`src/rtl/mem_pkg.sv`:
```
// Shared definitions for the memory-access stage: FSM state encoding, UART
// register addresses and the "no destination" register tag.
package mem_pkg;

   typedef enum logic [2:0] {
      IDLE,
      RD_SETUP,
      RD_SAMPLE,
      WR_SETUP,
      WR_PULSE,
      WR_HOLD
`ifdef MEM_UART_EN
      , U_RD
      , U_WR
`endif
   } state_t;

   localparam logic [15:0] UART_DATA_ADDR = 16'hBF00;
   localparam logic [15:0] UART_STAT_ADDR = 16'hBF01;
   localparam logic [3:0]  NO_REG         = 4'b1111;

endpackage

```
`src/rtl/mem_sram_fsm.sv`:
```
// Access sequencer: state register, SRAM/UART strobe generation and the
// upstream stall signal. The UART states exist only when MEM_UART_EN is defined.
module mem_sram_fsm
   import mem_pkg::*;
(
   input  logic   clk,
   input  logic   rst,
   input  logic   start_rd,
   input  logic   start_wr,
`ifdef MEM_UART_EN
   input  logic   start_urd,
   input  logic   start_uwr,
   output logic   u_last,
   output logic   uart_rdn,
   output logic   uart_wrn,
`endif
   output state_t state,
   output logic   mem_busy,
   output logic   ram_en_n,
   output logic   ram_oe_n,
   output logic   ram_we_n,
   output logic   ram_dout_oe
);

   state_t state_reg, state_next;
   logic   busy;

`ifdef MEM_UART_EN
   // Counts the two strobe cycles of a UART access; set on the second one.
   logic u_cnt_reg;
   always_ff @(posedge clk) begin
      if (rst)
         u_cnt_reg <= 1'b0;
      else if (state_reg == U_RD || state_reg == U_WR)
         u_cnt_reg <= ~u_cnt_reg;
      else
         u_cnt_reg <= 1'b0;
   end
   assign u_last = u_cnt_reg;
`endif

   always_ff @(posedge clk) begin
      if (rst)
         state_reg <= IDLE;
      else
         state_reg <= state_next;
   end

   always_comb begin
      state_next  = state_reg;
      busy        = 1'b0;
      ram_en_n    = 1'b1;
      ram_oe_n    = 1'b1;
      ram_we_n    = 1'b1;
      ram_dout_oe = 1'b0;
`ifdef MEM_UART_EN
      uart_rdn    = 1'b1;
      uart_wrn    = 1'b1;
`endif
      case (state_reg)
         IDLE: begin
            if (start_rd)
               state_next = RD_SETUP;
            else if (start_wr)
               state_next = WR_SETUP;
`ifdef MEM_UART_EN
            else if (start_urd)
               state_next = U_RD;
            else if (start_uwr)
               state_next = U_WR;
`endif
            busy = (state_next != IDLE);
         end
         RD_SETUP: begin
            ram_en_n   = 1'b0;
            ram_oe_n   = 1'b0;
            busy       = 1'b1;
            state_next = RD_SAMPLE;
         end
         RD_SAMPLE: begin
            ram_en_n   = 1'b0;
            ram_oe_n   = 1'b0;
            state_next = IDLE;
         end
         WR_SETUP: begin
            ram_en_n    = 1'b0;
            ram_dout_oe = 1'b1;
            busy        = 1'b1;
            state_next  = WR_PULSE;
         end
         WR_PULSE: begin
            ram_en_n    = 1'b0;
            ram_we_n    = 1'b0;
            ram_dout_oe = 1'b1;
            busy        = 1'b1;
            state_next  = WR_HOLD;
         end
         WR_HOLD: begin
            ram_en_n    = 1'b0;
            ram_dout_oe = 1'b1;
            state_next  = IDLE;
         end
`ifdef MEM_UART_EN
         // Stall drops on the final strobe cycle so upstream advances with the result.
         U_RD: begin
            uart_rdn   = 1'b0;
            busy       = ~u_cnt_reg;
            state_next = u_cnt_reg ? IDLE : U_RD;
         end
         U_WR: begin
            uart_wrn    = 1'b0;
            ram_dout_oe = 1'b1;
            busy        = ~u_cnt_reg;
            state_next  = u_cnt_reg ? IDLE : U_WR;
         end
`endif
         default: state_next = IDLE;
      endcase
   end

   assign state    = state_reg;
   assign mem_busy = busy & ~rst;

endmodule

```
`src/rtl/mem_access.sv`:
```
// Memory-access pipeline stage: request latch, address decode and the MEM/WB
// result registers. Optional memory-mapped UART enabled by MEM_UART_EN.
module mem_access
   import mem_pkg::*;
#(
   parameter int ADDR_W = 16,
   parameter int DATA_W = 16
)(
   input  logic              clk,
   input  logic              rst,
   input  logic              memread_in,
   input  logic              memwrite_in,
   input  logic              controlwb_in,
   input  logic [DATA_W-1:0] alu_in,
   input  logic [DATA_W-1:0] wdata_in,
   input  logic [3:0]        wreg_in,
   output logic              mem_busy,
   output logic              wb_en,
   output logic [DATA_W-1:0] wb_data,
   output logic [3:0]        wb_reg,
   output logic [ADDR_W-1:0] ram_addr,
   output logic [DATA_W-1:0] ram_dout,
   input  logic [DATA_W-1:0] ram_din,
   output logic              ram_dout_oe,
   output logic              ram_en_n,
   output logic              ram_oe_n,
   output logic              ram_we_n
`ifdef MEM_UART_EN
   ,
   output logic              uart_rdn,
   output logic              uart_wrn,
   input  logic              uart_data_ready,
   input  logic              uart_tbre,
   input  logic              uart_tsre
`endif
);

   state_t            state;
   logic              start_rd, start_wr, start_any;
   logic [DATA_W-1:0] pass_data;
   logic [DATA_W-1:0] addr_reg, data_reg;
   logic [3:0]        tag_reg;
   logic              en_reg;

`ifdef MEM_UART_EN
   logic is_data, is_stat, start_urd, start_uwr, u_last;
   assign is_data   = (alu_in == UART_DATA_ADDR);
   assign is_stat   = (alu_in == UART_STAT_ADDR);
   assign start_rd  = memread_in & ~is_data & ~is_stat;
   assign start_wr  = memwrite_in & ~memread_in & ~is_data & ~is_stat;
   assign start_urd = memread_in & is_data;
   assign start_uwr = memwrite_in & ~memread_in & is_data;
   assign start_any = start_rd | start_wr | start_urd | start_uwr;
   // Status reads finish in one cycle; status writes fall through as no-ops.
   assign pass_data = (memread_in & is_stat) ?
                      {{(DATA_W-2){1'b0}}, uart_data_ready, uart_tbre & uart_tsre} : alu_in;
`else
   assign start_rd  = memread_in;
   assign start_wr  = memwrite_in & ~memread_in;
   assign start_any = start_rd | start_wr;
   assign pass_data = alu_in;
`endif

   mem_sram_fsm u_fsm (
      .clk         (clk),
      .rst         (rst),
      .start_rd    (start_rd),
      .start_wr    (start_wr),
`ifdef MEM_UART_EN
      .start_urd   (start_urd),
      .start_uwr   (start_uwr),
      .u_last      (u_last),
      .uart_rdn    (uart_rdn),
      .uart_wrn    (uart_wrn),
`endif
      .state       (state),
      .mem_busy    (mem_busy),
      .ram_en_n    (ram_en_n),
      .ram_oe_n    (ram_oe_n),
      .ram_we_n    (ram_we_n),
      .ram_dout_oe (ram_dout_oe)
   );

   always_ff @(posedge clk) begin
      if (rst) begin
         addr_reg <= '0;
         data_reg <= '0;
         tag_reg  <= NO_REG;
         en_reg   <= 1'b0;
         wb_en    <= 1'b0;
         wb_data  <= '0;
         wb_reg   <= NO_REG;
      end else begin
         case (state)
            IDLE: begin
               if (start_any) begin
                  addr_reg <= alu_in;
                  data_reg <= wdata_in;
                  tag_reg  <= wreg_in;
                  en_reg   <= controlwb_in;
               end else begin
                  wb_en   <= controlwb_in;
                  wb_data <= pass_data;
                  wb_reg  <= wreg_in;
               end
            end
            RD_SAMPLE: begin
               wb_en   <= en_reg;
               wb_data <= ram_din;
               wb_reg  <= tag_reg;
            end
            WR_HOLD: begin
               wb_en   <= en_reg;
               wb_data <= addr_reg;
               wb_reg  <= tag_reg;
            end
`ifdef MEM_UART_EN
            U_RD: begin
               if (u_last) begin
                  wb_en   <= en_reg;
                  wb_data <= {{(DATA_W-8){1'b0}}, ram_din[7:0]};
                  wb_reg  <= tag_reg;
               end
            end
            U_WR: begin
               if (u_last) begin
                  wb_en   <= en_reg;
                  wb_data <= addr_reg;
                  wb_reg  <= tag_reg;
               end
            end
`endif
            default: ;
         endcase
      end
   end

   assign ram_addr = addr_reg[ADDR_W-1:0];
   assign ram_dout = data_reg;

endmodule

```
`config.mk`:
```
export PLATFORM = sky130hd
export DESIGN_NAME = mem_access
export DESIGN_NICKNAME = d
export VERILOG_FILES = /design/src/rtl/mem_pkg.sv /design/src/rtl/mem_sram_fsm.sv /design/src/rtl/mem_access.sv
export SDC_FILE = /design/constraint.sdc
export NUM_CORES = 1
export LEC_CHECK = 0
export ABC_AREA = 1
export CAP_MARGIN = 10
export CORE_MARGIN = 1
export CORE_UTILIZATION = 47
export CTS_CLUSTER_SIZE = 40
export DETAILED_ROUTE_END_ITERATION = 6
export PLACE_DENSITY = 0.86
export SLEW_MARGIN = 10
export SYNTH_ARGS = -nofsm -noshare
export SYNTH_HDL_FRONTEND = slang
export SYNTH_HIERARCHICAL = 1
export SYNTH_SLANG_ARGS = --single-unit
```
`constraint.sdc`:
```
create_clock -name clk -period 3.6 [get_ports clk]
set_clock_uncertainty 0.2 [all_clocks]
set_input_delay 0.54 -clock clk [delete_from_list [all_inputs] [get_ports clk]]
set_output_delay 0.54 -clock clk [all_outputs]
set_load 0.03 [all_outputs]
```
==> qor.yml <==
status:
  status: "finished, final reports clean"
global_routing:
  grt_pass1_vias: 2907
  overflow: 0
  track_usage_pct: 27.0
  antenna_found_initial: 0
  grt_pass1_wl_um: 13200
  grt_max_degree: 37
cells_and_area:
  drive_gt1_share_pct: 6.06
  register_area_um2: 1220
  final_cells: 600
  multiInputGateArea_um2: 1320
  num-fill-cells: 461
  final_nets: 580
  num_antenna_cells: 0
  fin_util_pct: 72.6
  fin_area_um2: 4120
  area_growth_pct: 45.2
critical_path:
  critPathCaptureType: "output pin"
  arrival_ns: 2.06
  cpPeakStageDelay_ns: 0.66
  crit_slowest_cell: "clkdlybuf4s50_1"
  setup.worst_path.class: "primary input to output pin"
  rrSetupSlack_ns: 1.02
  path_max_fanout: 2
  r2r-start: "u_fsm/state[0]"
  required_ns: 2.86
  timing.critical_path.mode_cell: "nand2_1"
  worstReg2RegEnd: "ram_addr[13]"
  path_cells: "clkdlybuf4s50_1, inv_1, nor2_1, nor2_1, nand2_1, nand2_1, nand2_1, clkdlybuf4s50_1"
  rr_worst_depth: 6
  cp-start-kind: "primary input"
  crit_start: "memwrite_in"
synthesis:
  yosysTopAreaCell: "dfxtp_1"
  ys_top_cells_by_area: "dfxtp_1 43%, nand2_1 18%, nand3_1 10%"
  synth_xor_area_share_pct: 0
  synth_mux_area_share_pct: 0
  synth.most_common_cell: "nand2_1"
  syn_nets: 477
  ys_seq_elements: 61
  seq_area_frac_synth_pct: 43.0
  synth-edff-count: 0
  yosys.area_share.adder_pct: 0
  synth_compound_area_share_pct: 7.44
  synth_top_area_share_pct: 43.0
  syn_area_per_cell_um2: 6.76
  ys_warn_count: 6
  synth_top_family_by_area: "simple AND/OR/NAND/NOR gates"
  yosys_most_used_dff: "dfxtp_1"
  yosys.cell_types.count: 20
  synthTopCellsByCount: "139 x nand2_1, 61 x dfxtp_1, 57 x nand3_1"
  syn_inst: 420
  synthesis.area_um2: 2840
  synthArstFlopShare_pct: 0
  synthSimpleGateAreaFrac_pct: 39.0
sta:
  min_period_over_period_pct: 77.9
  min_period_ns: 2.80
  slew_violations: 0
  setup_viol: 0
  hold_viol_final: 0
  worst_slew_pin_slew_ns: 0.757
  fmax_ghz: 0.357
  hold_slack_ns: 0.265
  rsz0062_at_grt: "false"
  relSlewSlack_pct: 49.4
  setup_tns_ns: 0
clock_network:
  clockBufferDepth: 2
  ctsResizeCount: 0
  cts_buffers: 9
  cts_tree: "yes"
  post_cts.repair.setup_buffers: 0
  clock-sinks: 61
  cts_hold_buffers: 0
  htreeDepth: 3
  clk_latency_ns: 0.33
  cts-root-buf: "clkbuf_8"
  path_clk_slew_ns: 0.06
placement:
  gp_congestion: 0.794
  portBuffers: 114
  placed_cell_area_um2: 3950
  place_hpwl_um: 5430
  dp_cells: 584
job:
  maxCapViolCount: 0
routing:
  drtIter0Drc: 247
  finalWirelength_um: 8180
  num_vias: 3123
  detail_route.wl_per_cell_um: 13.6
  routed_via_density: 5.21
  drc: 0
  dr.pass1.iters: 5
  postRouteAntennaNets: 0
pwr:
  pwr-share-comb_pct: 32.3
  power_frac_seq_pct: 40.1
  switching_share_pct: 34.6
  clkPwrFrac_pct: 27.6
  power.switching_uw: 686
  p_leak_uw: 0.00177
  p_per_area_nw_per_um2: 480
  p_int_uw: 1290
  ir_drop_v: 0.000320
die:
  rows: 27
  num_io_pins: 115
  start_util_pct: 50.0
  core_area_um2: 5680
  die_h_um: 79.7
  die-area_um2: 6360
  die_w_um: 79.7
worst_hold_path:
  hold_class: "flop to flop"
  holdCritStartpoint: "wb_reg[1]"
  hold_path_depth: 2
  worstHoldEndpoint: "wb_reg[1]"
## cell usage in the layout (no fill, tap or decap), drive strengths merged
cell and instances:
nand3 59, a21oi 39, nand4 16, buf 8, clkinv 3, nor2 41, nand2 139, clkinvlp 1
clkdlybuf4s50 113, dfxtp 61, nand3b 1, inv 33, o21ai 1, o211ai 1, clkbuf 12
## critical path: cells and delay by family
kind	cells	cell delay, ns
and+or+nand+nor	5	0.36
buffers and inverters	3	1.16
## power groups by stage
stage                     sequential (uW)  combinational [uW]  clock (uW)
after detailed placement              809                 634           0
after global placement                806                 624           0
after global routing                  803                 694         588
after CTS                             794                 638         552
after floorplan                       934                 266           0
final                                 795                 639         546
## metrics by stage
step / power [uW] / setup WS, ns
global route: 2080 / 0.709
global placement: 1430 / 0.814
finish: 1980 / 0.795
CTS: 1980 / 0.790
floorplan: 1200 / 1.82
detailed placement: 1440 / 0.792
## metal layers
layer	global-route usage (%)	wire, um	vias up
met2	43.1	3900	169
met1	32.1	3310	1386
li1	-	-	1553
met3	9.26	851	15
met5	0	0	-
met4	13.4	121	0
## cell type report
cell class | instances | share of cell area (%)
Sequential cell | 61 | 29.6
Clock buffer | 12 | 3.76
Tap cell | 72 | 2.19
Timing Repair Buffer | 121 | 28.8
Inverter | 33 | 3.07
Multi-Input combinational cell | 297 | 32.0
Clock inverter | 4 | 0.546
## logic make-up after synthesis
logic type / after synthesis
buffers and inverters: 62
AND/OR/NAND/NOR: 256
flip-flops: 61
AO/OA/AOI/OAI: 41
## worst max path at each step
stage	slack (ns)	cells past startpoint	to
finish	0.80	8	mem_busy
global route	0.71	8	mem_busy
CTS	0.79	8	mem_busy
detailed placement	0.79	8	mem_busy
global placement	0.81	8	mem_busy
floorplan	1.82	6	mem_busy
No activity file was read; power rests on OpenSTA's default activity.
